[config.mk]
export PLATFORM = sky130hd
export DESIGN_NAME = rr_decoder_arbiter
export DESIGN_NICKNAME = d
export VERILOG_FILES = /design/src/rtl/rr_decoder_arbiter.sv
export SDC_FILE = /design/constraint.sdc
export NUM_CORES = 1
export LEC_CHECK = 0
export ABC_AREA = 1
export CAP_MARGIN = 20
export CORE_MARGIN = 4
export CORE_UTILIZATION = 44
export CTS_CLUSTER_DIAMETER = 150
export CTS_CLUSTER_SIZE = 12
export DETAILED_ROUTE_END_ITERATION = 8
export GPL_TIMING_DRIVEN = 0
export PLACE_DENSITY = 0.7
export SYNTH_ARGS = -nofsm -noshare
export SYNTH_HDL_FRONTEND = slang
export SYNTH_SLANG_ARGS = --single-unit
[constraint.sdc]
create_clock -name clk -period 2.3 [get_ports clk]
set_input_delay 0.46 -clock clk [delete_from_list [all_inputs] [get_ports clk]]
set_output_delay 0.46 -clock clk [all_outputs]
set_load 0.1 [all_outputs]
[src/rtl/rr_decoder_arbiter.sv]
// Round-robin arbiter sharing one 3-to-8 active-low select decoder among
// 8 requesters. Drives the decoder (sel, enable) and an equivalent registered
// active-low one-hot grant vector. A grant lasts at most HOLD_MAX cycles and is
// followed by one dead cycle (RELEASE) before the arbiter returns to IDLE.
module rr_decoder_arbiter #(
    parameter int HOLD_MAX = 15,
    parameter int CNT_W    = 4
) (
    input  logic       clk,
    input  logic       rst,
    input  logic [7:0] req,
    output logic [2:0] sel,
    output logic [2:0] enable,
    output logic [7:0] grant_n,
    output logic       busy
);

    typedef enum logic [1:0] {
        IDLE    = 2'd0,
        GRANT   = 2'd1,
        RELEASE = 2'd2
    } state_t;

    state_t           state, state_n;
    logic [2:0]       ptr, ptr_n;
    logic [2:0]       sel_n;
    logic [CNT_W-1:0] hold_cnt, hold_n;
    logic [2:0]       winner;
    logic             found;
    logic             grant_end;

    // Search from ptr upward (mod 8) for the first active request.
    always_comb begin
        winner = 3'd0;
        found  = 1'b0;
        for (int k = 0; k < 8; k++) begin
            if (!found && req[ptr + 3'(k)]) begin
                winner = ptr + 3'(k);
                found  = 1'b1;
            end
        end
    end

    // A grant ends when its owner lets go or the hold limit is reached; both at
    // once still count as a single end, so ptr advances only once.
    assign grant_end = !req[sel] || (hold_cnt == CNT_W'(HOLD_MAX));

    // Next-state logic; everything defaults to holding its value.
    always_comb begin
        state_n = state;
        ptr_n   = ptr;
        sel_n   = sel;
        hold_n  = hold_cnt;
        case (state)
            IDLE: begin
                if (found) begin
                    sel_n   = winner;
                    hold_n  = CNT_W'(1);
                    state_n = GRANT;
                end
            end
            GRANT: begin
                if (grant_end) begin
                    state_n = RELEASE;
                    ptr_n   = sel + 3'd1;
                end else begin
                    hold_n = hold_cnt + CNT_W'(1);
                end
            end
            RELEASE: state_n = IDLE;
            default: state_n = IDLE;
        endcase
    end

    // State and registered outputs; outputs are decoded from the next state so
    // grant_n/enable appear one edge after the winning request is sampled.
    always_ff @(posedge clk) begin
        if (rst) begin
            state    <= IDLE;
            ptr      <= 3'd0;
            sel      <= 3'd0;
            hold_cnt <= '0;
            enable   <= 3'b000;
            grant_n  <= 8'hFF;
            busy     <= 1'b0;
        end else begin
            state    <= state_n;
            ptr      <= ptr_n;
            sel      <= sel_n;
            hold_cnt <= hold_n;
            enable   <= (state_n == GRANT) ? 3'b100 : 3'b000;
            grant_n  <= (state_n == GRANT) ? ~(8'b1 << sel_n) : 8'hFF;
            busy     <= (state_n != IDLE);
        end
    end

endmodule

# Yosys cells after proc, flatten, opt, wreduce, memory -nomap -nowiden

Index checks and enable logic that the tools add are counted.

Register bits: 24
Input bits: 10
Output and inout bits: 15
Word-level logic and storage cells: 98

Add/sub/neg operators: 9
Order comparisons: 9
Eq/ne operators: 5
Shifts and indexed selects: 1
Mux-type cells: 43
Bitwise gates (word level): 2
Reductions and logical operators: 22

Operators by type and width:

| operator                                                    | number |
|---|---|
| less-than comparator 3 x 4 -> 1 bit (second input constant) | 9 |
| two-way mux 3 bit                                           | 11 |
| binary-select mux 1 bit (select 3 bit)                      | 9 |
| two-way mux 1 bit                                           | 17 |
| adder 3 bit (second input constant)                         | 4 |
| logical NOT 1 bit                                           | 8 |
| two-way mux 4 bit                                           | 2 |
| NOT 8 bit                                                   | 1 |
| case mux 4 bit (2 select lines)                             | 1 |
| left shift 1 x 3 -> 8 bit (first input constant)            | 1 |
| logical AND 1 bit                                           | 7 |
| adder 3 x 1 -> 3 bit (second input constant)                | 2 |
| adder 3 x 2 -> 3 bit (second input constant)                | 2 |
| adder 4 x 1 -> 4 bit (second input constant)                | 1 |
| equality test 2 x 1 -> 1 bit (second input constant)        | 2 |
| equality test 4 bit (second input constant)                 | 1 |
| two-way mux 2 bit                                           | 2 |
| inequality test 2 bit (second input constant)               | 2 |
| case mux 2 bit (2 select lines)                             | 1 |
| nonzero test 2 bit                                          | 2 |
| AND reduction 3 bit                                         | 1 |
| logical NOT 2 bit                                           | 1 |
| AND reduction 2 bit                                         | 1 |
| OR reduction 2 bit                                          | 1 |
| 2 further kinds                                             | 2 |

# Depth between registers and ports, before layout

Depth in word-level cells: 29
Gate-level depth with buffers: 19

# Least setup slack after synthesis

No wires, ideal clock.

Path kind: register to register
Start: register sel[0]
End: register ptr[0]
Data arrival time: 2.298 ns
Setup slack: -0.120 ns
Cell stages (with the launch flop): 9
Buffers on the path: 0
Period minus slack after synthesis: 2.420 ns
Cell sequence: dfxtp_1 > inv_1 > nor2_1 > o32ai_1 > o21ai_0 > o21bai_1 > nand2_1 > o21ai_0 > a21oi_1

Longest elaborated chain between the ends: 5

RTL lines:

| element                                 | RTL line | RTL |
|---|---|---|
| start, declared                         | 12       | `output logic [2:0] sel,` |
| start signal, assigned                  | 89       | `sel <= sel_n;` |
| binary-select mux 1 bit (select 3 bit)  | 46       | `assign grant_end = !req[sel] \|\| (hold_cnt == CNT_W'(HOLD_MAX));` |
| two-way mux 1 bit (implied by the code) | 46       |  |
| logical NOT 1 bit                       | 46       |  |
| logical OR 1 bit                        | 46       |  |
| AND reduction 2 bit (no line)           | n/a      |  |
| end signal, assigned                    | 88       | `ptr <= ptr_n;` |
| end, declared                           | 25       | `logic [2:0] ptr, ptr_n;` |

Parallel ways exist; a longest one is shown, timed or not. The select of a mux whose other input is x is not followed.
A chain may end at the register's enable or synchronous reset.

# Worst setup path after layout

Start: input port req[7]
End: register grant_n[6]

Longest elaborated chain between the ends: 29

RTL lines:

| element                                 | RTL line | RTL |
|---|---|---|
| start, declared                         | 11       | `input logic [7:0] req,` |
| binary-select mux 1 bit (select 3 bit)  | 37       | `if (!found && req[ptr + 3'(k)]) begin` |
| two-way mux 1 bit (implied by the code) | 37       |  |
| two-way mux 1 bit                       | 37       |  |
| logical NOT 1 bit                       | 37       |  |
| logical AND 1 bit                       | 37       |  |
| two-way mux 1 bit                       | 37       |  |
| logical NOT 1 bit                       | 37       |  |
| logical AND 1 bit                       | 37       |  |
| [... 13 more ...]                       | n/a      |  |
| logical NOT 1 bit                       | 37       |  |
| logical AND 1 bit                       | 37       |  |
| two-way mux 1 bit                       | 37       |  |
| two-way mux 2 bit                       | 56       | `if (found) begin` |
| case mux 2 bit (2 select lines)         | 54       | `case (state)` |
| equality test 2 x 1 -> 1 bit            | 92       | `grant_n <= (state_n == GRANT) ? ~(8'b1 << sel_n) : 8'hFF;` |
| NOT 1 bit (no line)                     | n/a      |  |
| OR reduction 2 bit (no line)            | n/a      |  |
| end signal, assigned                    | 92       |  |
| end, declared                           | 14       | `output logic [7:0] grant_n,` |

Parallel ways exist; a longest one is shown, timed or not. The select of a mux whose other input is x is not followed.

==> flow_summary_export.csv <==
group,metric,value,unit
status,run_status,"complete, but fails checks",
status,violations,"setup timing",
final_layout,area_growth,45.5,%
setup_path,cp.depth,15,
cts,cts-hold-fix-buffers,0,
final_layout,final_core_util,0.683,
synth,synth_area_leaders,"dfxtp_1, nand2_1, nand3_1",
synth,ys.flop_type,"dfxtp_1",
hold_path,hold_depth,2,
sta,rsz0062_at_grt,"yes",
placed_design,hpwl,2900,um
sta,report.final.hold_viol_count,0,
synth,ys_ff_latch,22,
synth,synth_area_per_cell,6.41,um^2
final_layout,drive_gt1_frac,0.302,
global_route,grt_max_degree,14,
drt,wl,4130,um
hold_path,hold_class,"register to register",
synth,netlist.area_leader.share,0.273,
placed_design,portBuffers,21,
die,die_h,68.6,um
synth,ys_async_sr_fraction,0,
synth,yosysTopAreaCell,"dfxtp_1",
setup_path,r2r_cells,17,
synth,synth.top_cells.by_count,"nand2_1, nand3_1, nor2_1, dfxtp_1, inv_1",
final_layout,nFillCells,285,
die,core,3440,um^2
sta,timing.final.crit_period,2390,ps
drt,drtAntennaViolNets,0,
setup_path,critPathMaxStageDelay,450,ps
cts,clkLatencyLatePin,260,ps
cts,cts_made_buffers,3,
sta,fin_crit_sh,1.04,
cts,cts_tree,"built",
sta,layout_setup_ws,-85.9,ps
sta,max_freq,419,MHz
synth,synth_cell_type_count,32,
placed_design,gp_congestion,0.886,
setup_path,required,2450,ps
global_route,grt_pass1_vias,1552,
run,maxCapViolCount,0,
final_layout,multi_input_area,1260,um^2
synth,ys_warn_count,0,
sta,skew,2.53,ps
sta,setup_viol,10,
global_route,antenna_found_initial,0,
setup_path,slowest_stage,"clkdlybuf4s50_1",
drt,viasPerCell,5.06,
setup_path,crit_family,"simple AND/OR/NAND/NOR gates",
drt,dr.pass1.iters,4,
synth,synth-edff-count,0,
global_route,grt_overflow_total,0,
setup_path,cp_num_buf_inv,2,
setup_path,cp_common_cell,"nor2_4",
cts,cts.path.max_buffers,2,
final_layout,diodes,0,
drt,drt_iter0_markers,135,
final_layout,final-seq-area,445,um^2
cts,clock_sinks,22,
setup_path,crit_path_start_kind,"primary input",
cts,cts-htree-levels,1,
die,std_cell_rows,21,
setup_path,crit_arrival,2530,ps
drt,detail_route.drc_violations,0,
setup_path,crit_fanout,5,
synth,synth_cells,252,
cts,clkSlewWorstSetupHoldPaths,80,ps
die,io_pins,25,
sta,tightest_slew,968,ps
drt,post_drt_wl_per_cell,12.1,um
cts,root_buffer,"clkbuf_8",
sta,slew_headroom,0.353,
setup_path,critPathKind,"primary input to register",
global_route,grt_usage,0.191,
setup_path,endpoint_kind,"register",
global_route,grt_first_pass_wirelength,6820,um
drt,vias,1724,
synth,yosysSeqAreaShare,0.273,
synth,synth_area,1620,um^2
setup_path,cp_cell_sequence,"clkdlybuf4s50_1 -> nand2_1 -> nand3_1 -> nand3_2 -> nand2_2 -> nor2_4 -> nand4_4 -> nor2_4 -> nand3_2 -> nand2_4 -> inv_6 -> nand2_4 -> nor2_4 -> nor2_4 -> nand3_1",
die,design.die.area,4700,um^2
synth,yosysMostFrequentCell,"nand2_1",
die,die_width,68.6,um
die,initial_utilization,0.469,
final_layout,nets,310,
sta,slew_violations,0,
## per-layer routing
layer	routed length, um	vias to the layer above	part of all wire	global-route usage
met2	1940	62	0.47	0.311
met3	285	4	0.069	0.0438
met4	46	0	0.011	0.0720
met1	1850	769	0.45	0.244
met5	0	-	0	0
li1	-	889	-	-
## flip-flops by register name (all words and copies together), names as in the netlist
signal	cells
hold_cnt	4
sel	3
enable	1
ptr	3
state	2
grant_n	8
busy	1
## stage by stage
step	TNS [ps]	worst slack, ps	cells	hold slack, ps	instance area, um^2
final	-319	-85.9	341	496	2350
after global routing	-2900	-270	341	533	2350
after CTS	0	0.829	338	506	2220
after detailed placement	-5340	-420	320	490	1900
after global placement	-5000	-372	320	477	1900
after floorplan	0	12.1	253	464	1630
## placed cells by master (no fill, tap or decap), types with 10 or more instances in the layout
master            n
nand2_1          65
nand3_1          25
nor2_1           21
inv_1            20
buf_4            20
dfxtp_1          18
clkdlybuf4s50_1  17
o21ai_0          10
nand2_2          10
## kinds of logic (layout without fill, tap and decap cells)
kind of cell,after synthesis,in the layout,share of synthesized area
simple gates,155,155,0.455
buf+inv,35,77,0.0961
compound gates,28,28,0.0999
flops,22,22,0.273
xor+xnor,7,7,0.0426
fa+ha+maj,4,4,0.0310
other cells,1,2,0.00232
## worst paths after layout
path                             from                        to  slack [ps]
min reg2reg  hold_cnt[3]$_SDFFE_PP0P_  hold_cnt[3]$_SDFFE_PP0P_         500
max                            req[7]     grant_n[6]$_SDFF_PP1_         -90
min          hold_cnt[3]$_SDFFE_PP0P_  hold_cnt[3]$_SDFFE_PP0P_         500
max reg2reg       ptr[1]$_SDFFE_PP0P_     grant_n[6]$_SDFF_PP1_         -80
## layout make-up
| class | count | area share |
|---|---|---|
| clock buffer | 3 | 0.0176 |
| inverter | 28 | 0.0522 |
| multi-input combinational | 196 | 0.536 |
| sequential | 22 | 0.190 |
| timing repair buffer | 38 | 0.145 |
| tap | 46 | 0.0245 |
| clock inverter | 1 | 0.0128 |
| buffer | 7 | 0.0229 |
## what timing repair did
| item | CTS | global route |
|---|---|---|
| setup buffers | 14 | 3 |
| pin swaps | 14 | 3 |
| hold endpoints to repair | 0 | 0 |
| resized for setup | 37 | 27 |
| cloned | 0 | 0 |
| endpoints found under the setup margin | 19 | 20 |
## worst register-to-register path, stage by stage (launching register included)
cell     delay [ps]
dfxtp_2         340
buf_6           110
inv_8            40
ha_4            280
inv_6            90
nand3_4         100
nand3_2         110
nand2_4          60
nor2_4          150
nand4_4         110
nor2_4          170
nand3_2         120
nand2_4         140
inv_6            60
nand2_4          60
nor2_4           40
nor2_4          190
nand3_1         110
Power is left out: the tool's default activity adds up to more than one toggle a clock period on the data nets, which glitch-free logic cannot reach.
